File: config.mk
export PLATFORM = sky130hd
export DESIGN_NAME = fault_campaign_sequencer_flat
export DESIGN_NICKNAME = d
export VERILOG_FILES = /design/src/rtl/fault_campaign_sequencer_if.sv /design/src/rtl/fault_campaign_sequencer.sv /design/src/flat_wrapper.sv
export SDC_FILE = /design/constraint.sdc
export NUM_CORES = 1
export LEC_CHECK = 0
export ABC_AREA = 1
export CAP_MARGIN = 15
export CORE_MARGIN = 2
export CORE_UTILIZATION = 53
export CTS_BUF_LIST = sky130_fd_sc_hd__clkbuf_4 sky130_fd_sc_hd__clkbuf_8 sky130_fd_sc_hd__clkbuf_16
export DETAILED_ROUTE_END_ITERATION = 7
export PLACE_DENSITY = 0.81
export SKIP_LAST_GASP = 1
export SLEW_MARGIN = 20
export SYNTH_ARGS = -nofsm -noshare
export SYNTH_HDL_FRONTEND = slang
export SYNTH_SLANG_ARGS = --single-unit
File: constraint.sdc
create_clock -name clk -period 2.35 [get_ports clk]
set_input_delay 0.235 -clock clk [delete_from_list [all_inputs] [get_ports clk]]
set_output_delay 0.235 -clock clk [all_outputs]
set_load 0.02 [all_outputs]
File: src/rtl/fault_campaign_sequencer_if.sv
// rtl/fault_campaign_sequencer_if.sv - per-location result record handshake
interface fault_campaign_sequencer_if #(
  parameter int LOC_W = 7,
  parameter int CNT_W = 16
);
  logic             res_valid;
  logic             res_ready;
  logic [LOC_W-1:0] res_loc;
  logic [CNT_W-1:0] res_errors;

  modport master (output res_valid, res_loc, res_errors, input res_ready);
  modport slave  (input res_valid, res_loc, res_errors, output res_ready);
endinterface

File: src/rtl/fault_campaign_sequencer.sv
// rtl/fault_campaign_sequencer.sv - exhaustive single-location fault-injection campaign sequencer
module fault_campaign_sequencer #(
  parameter int          NUM_INJ      = 105,
  parameter int          TV_WIDTH     = 8,
  parameter int          RES_WIDTH    = 8,
  parameter int          FLUSH_CYCLES = 32,
  parameter int          RUN_CYCLES   = 1024,
  parameter int          CNT_WIDTH    = 16,
  parameter logic [15:0] LFSR_SEED    = 16'hACE1,
  parameter int          LOC_W        = (NUM_INJ > 1) ? $clog2(NUM_INJ) : 1
) (
  input  logic                 clk,
  input  logic                 rst,
  input  logic                 start_i,
  input  logic                 abort_i,
  input  logic                 inject_mode_i,
  output logic [TV_WIDTH-1:0]  test_vector_o,
  output logic [NUM_INJ-1:0]   injection_vector_o,
  input  logic [RES_WIDTH-1:0] result_faulty_i,
  input  logic [RES_WIDTH-1:0] result_golden_i,
  output logic                 busy_o,
  output logic                 done_o,
  fault_campaign_sequencer_if.master res
);

  localparam int CYC_MAX = (FLUSH_CYCLES > RUN_CYCLES) ? FLUSH_CYCLES : RUN_CYCLES;
  localparam int CYC_W   = $clog2(CYC_MAX + 1);

  typedef enum logic [2:0] {
    S_IDLE,
    S_FLUSH,
    S_RUN,
    S_REPORT,
    S_DONE
  } state_e;

  state_e               state_q;
  logic [15:0]          lfsr_q;
  logic [15:0]          lfsr_d;
  logic [TV_WIDTH-1:0]  tv_q;
  logic [NUM_INJ-1:0]   inj_q;
  logic [NUM_INJ-1:0]   onehot_d;
  logic [LOC_W-1:0]     loc_q;
  logic [CYC_W-1:0]     cyc_q;
  logic [CNT_WIDTH-1:0] err_q;
  logic [CNT_WIDTH-1:0] err_d;
  logic                 mode_q;
  logic                 busy_q;
  logic                 done_q;
  logic                 valid_q;
  logic                 mismatch;
  logic                 flush_end;
  logic                 run_end;
  logic                 last_loc;

  // x^16 + x^14 + x^13 + x^11 + 1, shifted left with feedback into bit 0
  assign lfsr_d    = {lfsr_q[14:0], lfsr_q[15] ^ lfsr_q[13] ^ lfsr_q[12] ^ lfsr_q[10]};
  assign onehot_d  = NUM_INJ'(1) << loc_q;
  assign mismatch  = (result_faulty_i != result_golden_i);
  assign err_d     = (&err_q) ? err_q : err_q + 1'b1;
  assign flush_end = (cyc_q == CYC_W'(FLUSH_CYCLES - 1));
  assign run_end   = (cyc_q == CYC_W'(RUN_CYCLES - 1));
  assign last_loc  = (loc_q == LOC_W'(NUM_INJ - 1));

  always_ff @(posedge clk or negedge rst) begin
    if (!rst) begin
      state_q <= S_IDLE;
      lfsr_q  <= LFSR_SEED;
      tv_q    <= '0;
      inj_q   <= '0;
      loc_q   <= '0;
      cyc_q   <= '0;
      err_q   <= '0;
      mode_q  <= 1'b0;
      busy_q  <= 1'b0;
      done_q  <= 1'b0;
      valid_q <= 1'b0;
    end else begin
      done_q <= 1'b0;
      if (abort_i) begin
        // Any pending record is dropped and no done pulse is produced
        state_q <= S_IDLE;
        inj_q   <= '0;
        valid_q <= 1'b0;
        busy_q  <= 1'b0;
      end else begin
        case (state_q)
          S_IDLE: begin
            if (start_i) begin
              lfsr_q  <= LFSR_SEED;
              tv_q    <= LFSR_SEED[TV_WIDTH-1:0];
              loc_q   <= '0;
              cyc_q   <= '0;
              mode_q  <= inject_mode_i;
              busy_q  <= 1'b1;
              state_q <= S_FLUSH;
            end
          end
          S_FLUSH: begin
            lfsr_q <= lfsr_d;
            tv_q   <= lfsr_d[TV_WIDTH-1:0];
            if (flush_end) begin
              cyc_q   <= '0;
              err_q   <= '0;
              inj_q   <= onehot_d;
              state_q <= S_RUN;
            end else begin
              cyc_q <= cyc_q + 1'b1;
            end
          end
          S_RUN: begin
            lfsr_q <= lfsr_d;
            tv_q   <= lfsr_d[TV_WIDTH-1:0];
            if (mismatch) begin
              err_q <= err_d;
            end
            if (run_end) begin
              inj_q   <= '0;
              valid_q <= 1'b1;
              state_q <= S_REPORT;
            end else begin
              cyc_q <= cyc_q + 1'b1;
              inj_q <= mode_q ? onehot_d : '0;
            end
          end
          S_REPORT: begin
            if (res.res_ready) begin
              valid_q <= 1'b0;
              if (last_loc) begin
                done_q  <= 1'b1;
                state_q <= S_DONE;
              end else begin
                loc_q   <= loc_q + 1'b1;
                cyc_q   <= '0;
                state_q <= S_FLUSH;
              end
            end
          end
          S_DONE: begin
            busy_q  <= 1'b0;
            state_q <= S_IDLE;
          end
          default: begin
            inj_q   <= '0;
            valid_q <= 1'b0;
            busy_q  <= 1'b0;
            state_q <= S_IDLE;
          end
        endcase
      end
    end
  end

  assign test_vector_o      = tv_q;
  assign injection_vector_o = inj_q;
  assign busy_o             = busy_q;
  assign done_o             = done_q;
  assign res.res_valid      = valid_q;
  assign res.res_loc        = loc_q;
  assign res.res_errors     = err_q;

endmodule

File: src/flat_wrapper.sv
// flat-port wrapper written by rule: the top's interface ports become plain ports
module fault_campaign_sequencer_flat 
#(
  parameter int          NUM_INJ      = 105,
  parameter int          TV_WIDTH     = 8,
  parameter int          RES_WIDTH    = 8,
  parameter int          FLUSH_CYCLES = 32,
  parameter int          RUN_CYCLES   = 1024,
  parameter int          CNT_WIDTH    = 16,
  parameter logic [15:0] LFSR_SEED    = 16'hACE1,
  parameter int          LOC_W        = (NUM_INJ > 1) ? $clog2(NUM_INJ) : 1
)
  (clk, rst, start_i, abort_i, inject_mode_i, test_vector_o, injection_vector_o, result_faulty_i, result_golden_i, busy_o, done_o, res_res_valid, res_res_loc, res_res_errors, res_res_ready);
  fault_campaign_sequencer_if #(.LOC_W(LOC_W), .CNT_W(16)) res_i ();
  input  logic clk;
  input  logic rst;
  input  logic start_i;
  input  logic abort_i;
  input  logic inject_mode_i;
  output logic [TV_WIDTH-1:0] test_vector_o;
  output logic [NUM_INJ-1:0] injection_vector_o;
  input  logic [RES_WIDTH-1:0] result_faulty_i;
  input  logic [RES_WIDTH-1:0] result_golden_i;
  output logic busy_o;
  output logic done_o;
  output wire logic [$bits(res_i.res_valid)-1:0] res_res_valid;
  output wire logic [$bits(res_i.res_loc)-1:0] res_res_loc;
  output wire logic [$bits(res_i.res_errors)-1:0] res_res_errors;
  input wire logic [$bits(res_i.res_ready)-1:0] res_res_ready;
  assign res_res_valid = res_i.res_valid;
  assign res_res_loc = res_i.res_loc;
  assign res_res_errors = res_i.res_errors;
  assign res_i.res_ready = res_res_ready;
  fault_campaign_sequencer #(.NUM_INJ(NUM_INJ), .TV_WIDTH(TV_WIDTH), .RES_WIDTH(RES_WIDTH), .FLUSH_CYCLES(FLUSH_CYCLES), .RUN_CYCLES(RUN_CYCLES), .CNT_WIDTH(CNT_WIDTH), .LFSR_SEED(LFSR_SEED), .LOC_W(LOC_W)) u_core (.clk(clk), .rst(rst), .start_i(start_i), .abort_i(abort_i), .inject_mode_i(inject_mode_i), .test_vector_o(test_vector_o), .injection_vector_o(injection_vector_o), .result_faulty_i(result_faulty_i), .result_golden_i(result_golden_i), .busy_o(busy_o), .done_o(done_o), .res(res_i));
endmodule
Word level (Yosys, flattened, before mapping) --
Cells that the tools add are included.
Storage, ports and cells: flip-flop bits (word level) 170, bits of input ports 22, output and inout port bits 139, logic and storage cells 101
Cells by class: add/sub/neg operators 3, eq/ne operators 22, shift-type cells 1, mux-type cells 41, bitwise operators 4, reduce and logical (&&, ||, !) cells 19
Operators by type and width (count):
- 105-bit two-way mux | 4
- 105-bit one-hot mux with 3 select lines | 1
- 1-bit by 7-bit left shift with 105-bit output (first input constant) | 1
- 16-bit two-way mux | 4
- 16-bit one-hot mux with 2 select lines | 2
- 11-bit two-way mux | 5
- 11-bit one-hot mux with 4 select lines | 1
- 7-bit two-way mux | 3
- 3-bit two-way mux | 6
- 16-bit by 1-bit adder with 16-bit output (second input constant) | 1
- 8-bit one-hot mux with 2 select lines | 1
- 16-bit AND reduction | 1
- 7-bit one-hot mux with 2 select lines | 1
- 3-bit one-hot mux with 4 select lines | 1
- 11-bit by 1-bit adder with 11-bit output (second input constant) | 1
- 11-bit by 10-bit equality test with 1-bit output (second input constant) | 1
- 11-bit by 5-bit equality test with 1-bit output (second input constant) | 1
- 2-bit by 1-bit != test with 1-bit output (second input constant) | 5
- 2-bit != test (second input constant) | 5
- 5-bit AND reduction | 2
- 1-bit two-way mux | 9
- 3-bit AND reduction | 3
- 3-bit OR reduction | 3
- 8-bit two-way mux | 1
- other kinds (19) | 27

Longest topological paths before layout --
Gate-level depths: netlist of run 1.
depth in word-level cells 5, gate-level depth with buffers 14, gate-level depth less buffers 13

Worst setup path before layout of run 1 --
OpenSTA, ideal clock, no wires.
kind register to register, from reg u_core.loc_q[0] (netlist: u_core.res.res_loc[0]), to reg u_core.cyc_q[6], library setup time 0.117 ns, arrival 1.778 ns, data required time 2.233 ns, setup slack 0.455 ns, stages on the path, launching flop included 15, buffers on the path 1, period minus slack after synthesis 1.895 ns, cells stage by stage dfrtp_1 inv_1 ha_1 inv_1 nor2_1 nand2_1 nor2_1 nand2_1 nand2_1 inv_1 nand2_1 buf_2 inv_1 nand2_1 nand2_1
Between the ends: longest elaborated chain between the ends 3
RTL lines:
- start: declaration | line fault_campaign_sequencer.sv:43 | logic [LOC_W-1:0] loc_q;
- start signal: assignment | line fault_campaign_sequencer.sv:133 | loc_q <= loc_q + 1'b1;
- 7-bit equality test | line fault_campaign_sequencer.sv:63 | assign last_loc = (loc_q == LOC_W'(NUM_INJ - 1));
- 2-bit != test (no source line)
- 6-bit AND reduction (no source line)
- end signal: assignment | line fault_campaign_sequencer.sv:108 | cyc_q <= cyc_q + 1'b1;
- end signal: assignment | line fault_campaign_sequencer.sv:122 | cyc_q <= cyc_q + 1'b1;
- end: declaration | line fault_campaign_sequencer.sv:44 | logic [CYC_W-1:0] cyc_q;
No other way between the ends. A chain may end at the register's enable or synchronous reset.

Final worst setup path of run 1 --
from reg u_core.loc_q[3] (netlist: u_core.res.res_loc[3]), to out res_res_loc[3]
RTL lines:
- end: declaration | line flat_wrapper.sv:27 | output wire logic [$bits(res_i.res_loc)-1:0] res_res_loc;
No word-level cell between the ends.

==> results of run 1 <==
==> metal layers <==
layer  global-route usage  vias up
met5                    0        -
met4                0.122        0
met3               0.0519       65
met2                0.454      378
met1                0.383     3972
li1                     -     3964
==> Yosys cell counts (4+ instances only) <==
| library cell | n | area share |
|---|---|---|
| nand2_1 | 257 | 0.11 |
| nand3_1 | 163 | 0.094 |
| dfrtp_1 | 158 | 0.45 |
| o21ai_0 | 107 | 0.062 |
| nor2_1 | 97 | 0.042 |
| inv_1 | 69 | 0.030 |
| nand4_1 | 36 | 0.026 |
| nor3_1 | 34 | 0.020 |
| o21ai_1 | 32 | 0.018 |
| clkbuf_1 | 29 | 0.013 |
| buf_2 | 20 | 0.011 |
| buf_4 | 11 | 0.0095 |
| xor2_1 | 11 | 0.011 |
| xnor2_1 | 10 | 0.010 |
| dfstp_2 | 8 | 0.024 |
| ha_1 | 8 | 0.011 |
| nor4_1 | 8 | 0.0057 |
| a21oi_1 | 7 | 0.0040 |
| buf_6 | 6 | 0.0078 |
| clkbuf_2 | 6 | 0.0034 |
| nor2_4 | 6 | 0.0078 |
| o211ai_1 | 5 | 0.0043 |
| o21bai_1 | 4 | 0.0034 |
==> path summary, 6_finish.rpt <==
path                                          startpoint                       endpoint  slack, ps  depth (start not counted)
setup reg to reg                   u_core.res.res_loc[0]          u_core.res.res_loc[6]        210                         12
min in group clk                           res_res_ready                  u_core.done_o        420                          3
max in group asynchronous                            rst                u_core.cyc_q[9]       1310                          3
setup / recovery                   u_core.res.res_loc[3]                 res_res_loc[3]        160                          2
hold / removal                                       rst  u_core.injection_vector_o[89]        340                          2
hold reg to reg            u_core.injection_vector_o[25]  u_core.injection_vector_o[25]        480                          2
==> cell usage in the layout (no fill, tap or decap), types with 8 or more instances in the layout <==
| cell type | synthesis | routed |
|---|---|---|
| buf_4 | 11 | 26 |
| clkbuf_16 | 0 | 17 |
| clkdlybuf4s50_1 | 0 | 159 |
| dfrtp_1 | 158 | 158 |
| dfstp_2 | 8 | 8 |
| ha_1 | 8 | 8 |
| inv_1 | 69 | 69 |
| nand2_1 | 257 | 257 |
| nand3_1 | 163 | 163 |
| nand4_1 | 36 | 36 |
| nor2_1 | 97 | 94 |
| nor3_1 | 34 | 34 |
| nor4_1 | 8 | 8 |
| o21ai_0 | 107 | 107 |
| o21ai_1 | 32 | 32 |
| xnor2_1 | 10 | 10 |
| xor2_1 | 11 | 11 |
==> registers in the layout, summed over array words and instances, names as in the netlist <==
register / flops
u_core.busy_o: 1
u_core.mode_q: 1
u_core.res.res_loc: 7
u_core.res.res_errors: 16
u_core.cyc_q: 11
u_core.lfsr_q: 12
u_core.done_o: 1
u_core.injection_vector_o: 105
u_core.state_q: 3
u_core.res.res_valid: 1
u_core.test_vector_o: 8
==> repair_timing <==
action,in CTS,in global routing
hold buffers,1,0
resized for setup,0,2
setup endpoints to repair,0,18
setup buffers,0,0
endpoints found under the hold margin,53,0
==> kinds of logic after synthesis <==
logic type	Yosys count
AND/OR/NAND/NOR	609
XOR/XNOR	21
flip-flops	166
AO/OA/AOI/OAI	161
adder cells (fa/ha/maj)	8
buffers and inverters	150
==> through the flow <==
| stage | utilization | TNS, ps |
|---|---|---|
| 6_report | 0.699 | 0 |
| 5_1_grt | 0.699 | -116 |
| 4_1_cts | 0.698 | 0 |
| 3_5_place_dp | 0.659 | 0 |
| 3_3_place_gp | 0.659 | 0 |
| 2_1_floorplan | - | 0 |
==> final cells by class <==
type | count | area (µm²) | area share
Inverter | 75 | 282 | 0.0253
Timing Repair Buffer | 193 | 1930 | 0.173
Clock buffer | 19 | 440 | 0.0395
Multi-Input combinational cell | 799 | 3880 | 0.348
Sequential cell | 166 | 4160 | 0.374
Tap cell | 216 | 270 | 0.0243
Clock inverter | 13 | 174 | 0.0156
==> power groups by stage <==
stage / combinational (µW) / clock [µW] / sequential [µW]
final: 3510 / 2920 / 3390
after global routing: 3840 / 3050 / 3430
after detailed placement: 3430 / 0 / 3440
after CTS: 3450 / 2940 / 3390
after floorplan: 2450 / 0 / 3500
after global placement: 3380 / 0 / 3430
==> metrics.yaml, run 1 <==
postLayoutCellArea_mm2: 0.0111
core_area_mm2: 0.0159
crit_path_end_kind: "output pin"
wl_met3_um: 1880
total_leakage_power_uw: 0.00472
post_route_worst_setup_slack_ps: 165
place_worst_setup_slack_ps: 172
power.density_mw_per_mm2: 882
detailedRoute.firstIterationViolations: 915
detailed_place.area_mm2: 0.0105
synth.mux.area_fraction: 0
finalClockSkew_ps: 7.56
drcViolationCount: 0
drive_above_1_share: 0.0751
boundaryPins: 161
finalWirelength_um: 24500
area_delta_synth_final_pct: 27.9
simple_gate_area_share_of_the_yosys_netlist: 0.313
hold_path_class: "in2async"
die-area_mm2: 0.0175
wire_length_of_the_first_global_routing_pass_um: 40000
synth_edf_count: 0
syn-instance-count: 1115
rsz_0062_raised_after_global_routing: "yes"
drt_pre_antenna_iters: 6
count_of_standard_cell_rows: 46
stdcell_count: 1481
final_number_of_setup_violating_endpoints: 0
critical-path-top-delay-family: "buffers and inverters"
synthesis.nets: 1145
run_status: "complete, no violations"
cts_root_cell: "clkbuf_16"
path_buf_inv: 2
total_switching_power_uw: 3950
syn-cell-area_mm2: 0.00871
insertion_delay_to_the_later_sink_of_the_worst_skew_pair_ps: 430
critical_path.max_stage_delay_ps: 630
synth.lib_cells_used.distinct: 34
power.combinational.fraction: 0.358
yosys_register_bits: 166
wl_per_cell_um: 16.6
numPlacedInstances: 1448
syn_avg_cell_area_um2: 7.81
hpwl_um: 16700
num_vias: 8379
first_global_vias: 7779
hold_viol: 0
proportion_of_register_bits_with_asynchronous_set_or_reset_after_synthesis: 1.00
clock_power_share: 0.297
final.fill_count: 1263
met2_length_um: 11600
largest_net_degree_at_the_start_of_global_routing: 78
ant_nets: 0
die_h_um: 132
clkSlewWorstSetupHoldPaths_ps: 70
cts_buffers: 17
clock_sink_count: 166
final.period_utilization: 0.930
path_class: "reg2out"
yosys.area_share.adder: 0.0115
grt_use_total: 0.284
leftover_overflow_at_the_end_of_global_routing: 0
synth_xor_xnor_area_share: 0.0211
max-slew-margin-rel: 0.624
number_of_antenna_violations_at_the_first_check_in_global_routing: 0
tightest_slew_ps: 563
maxCapViolations: 0
numPortBuffers: 160
die_x_um: 132
synth_sequential_area_ratio: 0.478
finalHoldWorstSlack_ps: 336
yosys_warnings: 0
cp_data_arrival_time_ps: 1950
total_power_uw: 9820
dr.max_layer_used: "met4"
cts_h_tree_lvls: 4
slowest_stage: "dfrtp_1"
num-nets-final: 1282
largest_family_of_logic_cells_by_synthesized_area: "simple AND/OR/NAND/NOR gates"
cts_tree: "built"
diodes: 0
final.min_clock_period_ps: 2190
power.ir.vdd_worst_uv: 999
critical_path.startpoint_type: "flop"
via_density: 5.66
fmax_ghz: 0.458
required_ps: 2120
ctsLongestPathBuffers: 2
post_synthesis_compound_gate_area_fraction: 0.0981
sw_frac_of_total: 0.402
wirelength_met1_um: 10200
worst-path-max-fanout: 13
synth-main-ff-cell: "dfrtp_1"
cell_chain_of_the_critical_path: "buf_4 > clkdlybuf4s50_1"
finalMaxSlewViolations: 0
start_util: 0.546
place.gp.congestion: 0.937
power_report.internal_total_uw: 5870
seq_power_share: 0.345
(Power assumes the default switching activity.)
==> run 2, diff against run 1 <==
--- a/config.mk
+++ b/config.mk
@@ -12,6 +12,7 @@
 export CTS_BUF_LIST = sky130_fd_sc_hd__clkbuf_4 sky130_fd_sc_hd__clkbuf_8 sky130_fd_sc_hd__clkbuf_16
 export DETAILED_ROUTE_END_ITERATION = 7
 export PLACE_DENSITY = 0.81
+export RECOVER_POWER = 25
 export SKIP_LAST_GASP = 1
 export SLEW_MARGIN = 20
 export SYNTH_ARGS = -nofsm -noshare
==> metrics.yaml, run 2 (synthesized netlist as in run 1, its figures left out) <==
hpwl_um: 16700
largest_reg_flops: 105
cts_buffers: 17
cts_tree: "built"
multi_input_gate_area_mm2: 0.00388
power.density_mw_per_mm2: 883
critical_path.startpoint_type: "flop"
numPlacedInstances: 1448
power_report.internal_total_uw: 5870
area_delta_synth_final_pct: 27.7
required_ps: 2120
die_x_um: 132
finalMaxSlewViolations: 0
drive_above_1_share: 0.0743
max-slew-margin-rel: 0.0750
core_area_mm2: 0.0159
fmax_ghz: 0.455
final_number_of_setup_violating_endpoints: 0
final.period_utilization: 0.935
numPortBuffers: 160
post-route-util: 0.698
power.ir.vdd_worst_uv: 1000
start_util: 0.546
clkSlewWorstSetupHoldPaths_ps: 60
final.fill_count: 1267
run_status: "complete, no violations"
insertion_delay_to_the_later_sink_of_the_worst_skew_pair_ps: 430
worst-path-max-fanout: 13
boundaryPins: 161
maxCapViolations: 0
finalWirelength_um: 24500
clock_power_share: 0.298
stdcell_count: 1481
cts_root_cell: "clkbuf_16"
rsz_0062_raised_after_global_routing: "yes"
die-area_mm2: 0.0175
seqCellArea_mm2: 0.00416
via_density: 5.65
hold_viol: 0
seq_power_share: 0.345
grt_use_total: 0.284
num-nets-final: 1282
finalClockSkew_ps: 6.17
detailedRoute.firstIterationViolations: 890
ant_nets: 0
ctsLongestPathBuffers: 2
wire_length_of_the_first_global_routing_pass_um: 40000
total_leakage_power_uw: 0.00471
num_vias: 8375
drt_pre_antenna_iters: 6
diodes: 0
sw_frac_of_total: 0.402
power.combinational.fraction: 0.357
cts_h_tree_lvls: 4
most_common_cell_after_layout_fill_and_taps_aside: "nand2_1"
largest_net_degree_at_the_start_of_global_routing: 78
tightest_slew_ps: 1390
first_global_vias: 7779
path_class: "reg2out"
crit_path_end_kind: "output pin"
clock_sink_count: 166
hold_path_class: "in2reg"
final_cell_mix: "nand2_1 (257), nand3_1 (163), clkdlybuf4s50_1 (159)"
number_of_antenna_violations_at_the_first_check_in_global_routing: 0
place.gp.congestion: 0.937
die_h_um: 132
drcViolationCount: 0
wl_per_cell_um: 16.5
count_of_standard_cell_rows: 46
total_power_uw: 9820
leftover_overflow_at_the_end_of_global_routing: 0
total_switching_power_uw: 3950
final.min_clock_period_ps: 2200
cp_data_arrival_time_ps: 1960
==> run 2: metal layers <==
metal  GRT usage  wire length [µm]  up-vias
li1            -                 -     3978
met5           0                 0        -
met4       0.122               867        0
met3      0.0519              1790       72
met2       0.454             11700      374
met1       0.383             10200     3951
==> run 2: path summary, 6_finish.rpt <==
path / from / to / slack (ps) / cells past startpoint
max: u_core.res.res_loc[3] / res_res_loc[3] / 150 / 2
min: res_res_ready / u_core.done_o / 420 / 3
max reg2reg: u_core.res.res_loc[0] / u_core.res.res_loc[6] / 170 / 12
min reg2reg: u_core.injection_vector_o[25] / u_core.injection_vector_o[25] / 480 / 2
max in group asynchronous: rst / u_core.cyc_q[9] / 480 / 3
min in group asynchronous: rst / u_core.injection_vector_o[89] / 670 / 2
==> run 2: area by class of cell <==
| cell class | instances | share of cell area |
|---|---|---|
| Clock buffer | 19 | 0.0396 |
| Clock inverter | 13 | 0.0156 |
| Inverter | 75 | 0.0253 |
| Multi-Input combinational cell | 799 | 0.349 |
| Sequential cell | 166 | 0.374 |
| Tap cell | 216 | 0.0243 |
| Timing Repair Buffer | 193 | 0.172 |
==> run 2: what timing repair did <==
item	in CTS	in global routing
endpoints found under the hold margin	53	0
endpoints found under the setup margin	0	18
gates resized for setup	0	2
buffers inserted	0	0
hold buffers	1	0
==> run 2: power by group through the flow <==
stage          clock network, µW  logic [µW]  registers [µW]
2_1_floorplan                  0        2450            3500
3_3_place_gp                   0        3380            3430
3_5_place_dp                   0        3430            3440
4_1_cts                     2940        3450            3390
5_1_grt                     3050        3840            3430
6_report                    2920        3500            3390
==> run 2: critical path, cell delays in order, from the launching register on <==
cell and delay, ps:
dfrtp_1 640, buf_4 270, clkdlybuf4s50_1 620
==> run 2: through the flow <==
step	hold slack [ps]	setup slack [ps]	setup TNS, ps	area [µm²]
after floorplan	-60.6	455	0	8710
after global placement	227	218	0	10500
after detailed placement	229	172	0	10500
after CTS	347	135	0	11100
after global routing	466	-59.2	-116	11100
final	420	152	0	11100
==> run 3, diff against run 2 <==
--- a/config.mk
+++ b/config.mk
@@ -6,11 +6,13 @@
 export NUM_CORES = 1
 export LEC_CHECK = 0
 export ABC_AREA = 1
+export ABC_CLOCK_PERIOD_IN_PS = 2200
 export CAP_MARGIN = 15
 export CORE_MARGIN = 2
 export CORE_UTILIZATION = 53
 export CTS_BUF_LIST = sky130_fd_sc_hd__clkbuf_4 sky130_fd_sc_hd__clkbuf_8 sky130_fd_sc_hd__clkbuf_16
 export DETAILED_ROUTE_END_ITERATION = 7
+export MAX_ROUTING_LAYER = met4
 export PLACE_DENSITY = 0.81
 export RECOVER_POWER = 25
 export SKIP_LAST_GASP = 1
==> constraint.sdc (replaced) <==
create_clock -name clk -period 2.2 [get_ports clk]
set_input_delay 0.22 -clock clk [delete_from_list [all_inputs] [get_ports clk]]
set_output_delay 0.22 -clock clk [all_outputs]
set_load 0.02 [all_outputs]
==> metrics.yaml, run 3 (synthesized netlist as in run 1, its figures left out) <==
run_status: "complete, no violations"
drive_above_1_share: 0.0846
finalMaxSlewViolations: 0
start_util: 0.546
insertion_delay_to_the_later_sink_of_the_worst_skew_pair_ps: 420
rr_worst_depth: 10
worst-path-max-fanout: 15
required_ps: 1980
count_of_standard_cell_rows: 46
numPlacedInstances: 1458
detailedRoute.firstIterationViolations: 1032
drt_pre_antenna_iters: 7
hold_path_class: "in2reg"
worstReg2RegStart: "u_core.cyc_q[0]"
final_cell_mix: "nand2_1 (255), nand3_1 (163), clkdlybuf4s50_1 (159)"
critical_path.startpoint_type: "flop"
die_x_um: 132
rr_endpoint: "u_core.injection_vector_o[64]"
critical_path_cell_count: 2
number_of_antenna_violations_at_the_first_check_in_global_routing: 0
place.gp.congestion: 0.952
cts_root_cell: "clkbuf_16"
critical_path.max_stage_delay_ps: 640
cts_h_tree_lvls: 4
seq_power_share: 0.337
final_sum_of_negative_setup_slack_ps: 0
numPortBuffers: 160
largest_reg_flops: 105
tightest_slew_ps: 1380
place_worst_setup_slack_ps: 65.3
finalWirelength_um: 24700
crit_path_end_kind: "output pin"
grt_use_total: 0.296
detailed_place.area_mm2: 0.0106
maxCapViolations: 0
stdcell_count: 1492
hpwl_um: 17000
min-delay-start: "inject_mode_i"
path_class: "reg2out"
boundaryPins: 161
total_leakage_power_uw: 0.00481
drcViolationCount: 0
core_area_mm2: 0.0159
final.period_utilization: 0.962
final_number_of_setup_violating_endpoints: 0
area_delta_synth_final_pct: 29.3
rsz_0062_raised_after_global_routing: "no"
slowest_stage: "clkdlybuf4s50_1"
cp_data_arrival_time_ps: 1900
final.fill_count: 1301
leftover_overflow_at_the_end_of_global_routing: 0
largest_net_degree_at_the_start_of_global_routing: 78
cts_tree: "built"
max-slew-margin-rel: 0.0801
hold_viol: 0
cell_chain_of_the_critical_path: "buf_4 > clkdlybuf4s50_1"
clock_power_share: 0.290
ant_nets: 0
fmax_ghz: 0.473
sw_frac_of_total: 0.392
timing.hold.worst_path_depth: 3
final.min_clock_period_ps: 2120
post_route_worst_setup_slack_ps: 84.5
finalClockSkew_ps: 7.40
wire_length_of_the_first_global_routing_pass_um: 40900
via_density: 5.67
power.density_mw_per_mm2: 947
die-area_mm2: 0.0175
num-nets-final: 1293
cts_buffers: 17
most_common_cell_after_layout_fill_and_taps_aside: "nand2_1"
num_vias: 8457
wl_per_cell_um: 16.5
total_power_uw: 10700
clock_sink_count: 166
power.combinational.fraction: 0.374
ctsLongestPathBuffers: 2
first_global_vias: 8031
diodes: 0
power.ir.vdd_worst_uv: 893
min_delay_worst_endpoint: "u_core.mode_q"
ff2ff_setup_slack_ps: 180
die_h_um: 132
critical-path-top-delay-family: "buffers and inverters"
total_switching_power_uw: 4180
postLayoutCellArea_mm2: 0.0113
power_report.internal_total_uw: 6480
clkSlewWorstSetupHoldPaths_ps: 60
path_buf_inv: 2
run 3: cell types whose count changed in the layout (fill, tap and decap cells not counted), sizes merged:
cell | previous run | this run
clkinvlp | 5 | 2
clkbuf | 21 | 22
clkinv | 5 | 7
inv | 75 | 74
buf | 31 | 43
run 3: what timing repair did:
item	CTS	global route
setup endpoints to repair	0	21
buffers inserted	0	1
hold endpoints to repair	46	0
hold buffers	1	0
gates resized for setup	0	4
run 3: worst max path at each step:
stage | from | to | slack [ps]
final | u_core.res.res_loc[3] | res_res_loc[3] | 80
after global routing | u_core.cyc_q[0] | u_core.injection_vector_o[64] | 7
after CTS | u_core.cyc_q[0] | u_core.injection_vector_o[5] | 100
after detailed placement | abort_i | u_core.injection_vector_o[46] | 70
after global placement | abort_i | u_core.injection_vector_o[11] | 140
after floorplan | u_core.res.res_loc[0] | u_core.cyc_q[6] | 310
run 3: per-stage QoR:
step | utilization | hold slack (ps)
finish | 0.706 | 426
global route | 0.706 | 452
CTS | 0.705 | 342
detailed placement | 0.666 | 212
global placement | 0.666 | 211
floorplan | - | -75.6
run 3: area by class of cell:
| class | count | area [µm²] | area share |
|---|---|---|---|
| clock buffers | 21 | 468 | 0.0416 |
| repair buffers | 204 | 2050 | 0.182 |
| clock inverters | 11 | 146 | 0.0130 |
| well taps | 216 | 270 | 0.0240 |
| inverters | 75 | 282 | 0.0250 |
| multi-input cells | 799 | 3890 | 0.345 |
| flip-flops and latches | 166 | 4160 | 0.370 |
run 3: power by group through the flow:
stage | clock [µW] | sequential, µW | combinational [µW]
2_1_floorplan | 0 | 3740 | 2620
3_3_place_gp | 0 | 3630 | 3780
3_5_place_dp | 0 | 3640 | 3840
4_1_cts | 3110 | 3580 | 3880
5_1_grt | 3240 | 3620 | 4350
6_report | 3090 | 3590 | 3980
run 3: per-layer routing:
metal,GRT usage,share of wire,wire length [µm]
met1,0.402,0.42,10300
met2,0.454,0.48,11900
met3,0.0507,0.073,1810
met4,0.102,0.026,631
met5,-,0,0
run 3: tightest hold or removal path: cells and delay by family:
| kind | cells | cell delay (ps) |
|---|---|---|
| simple gates | 1 | 80 |
| buf+inv | 1 | 430 |
| compound gates | 1 | 70 |
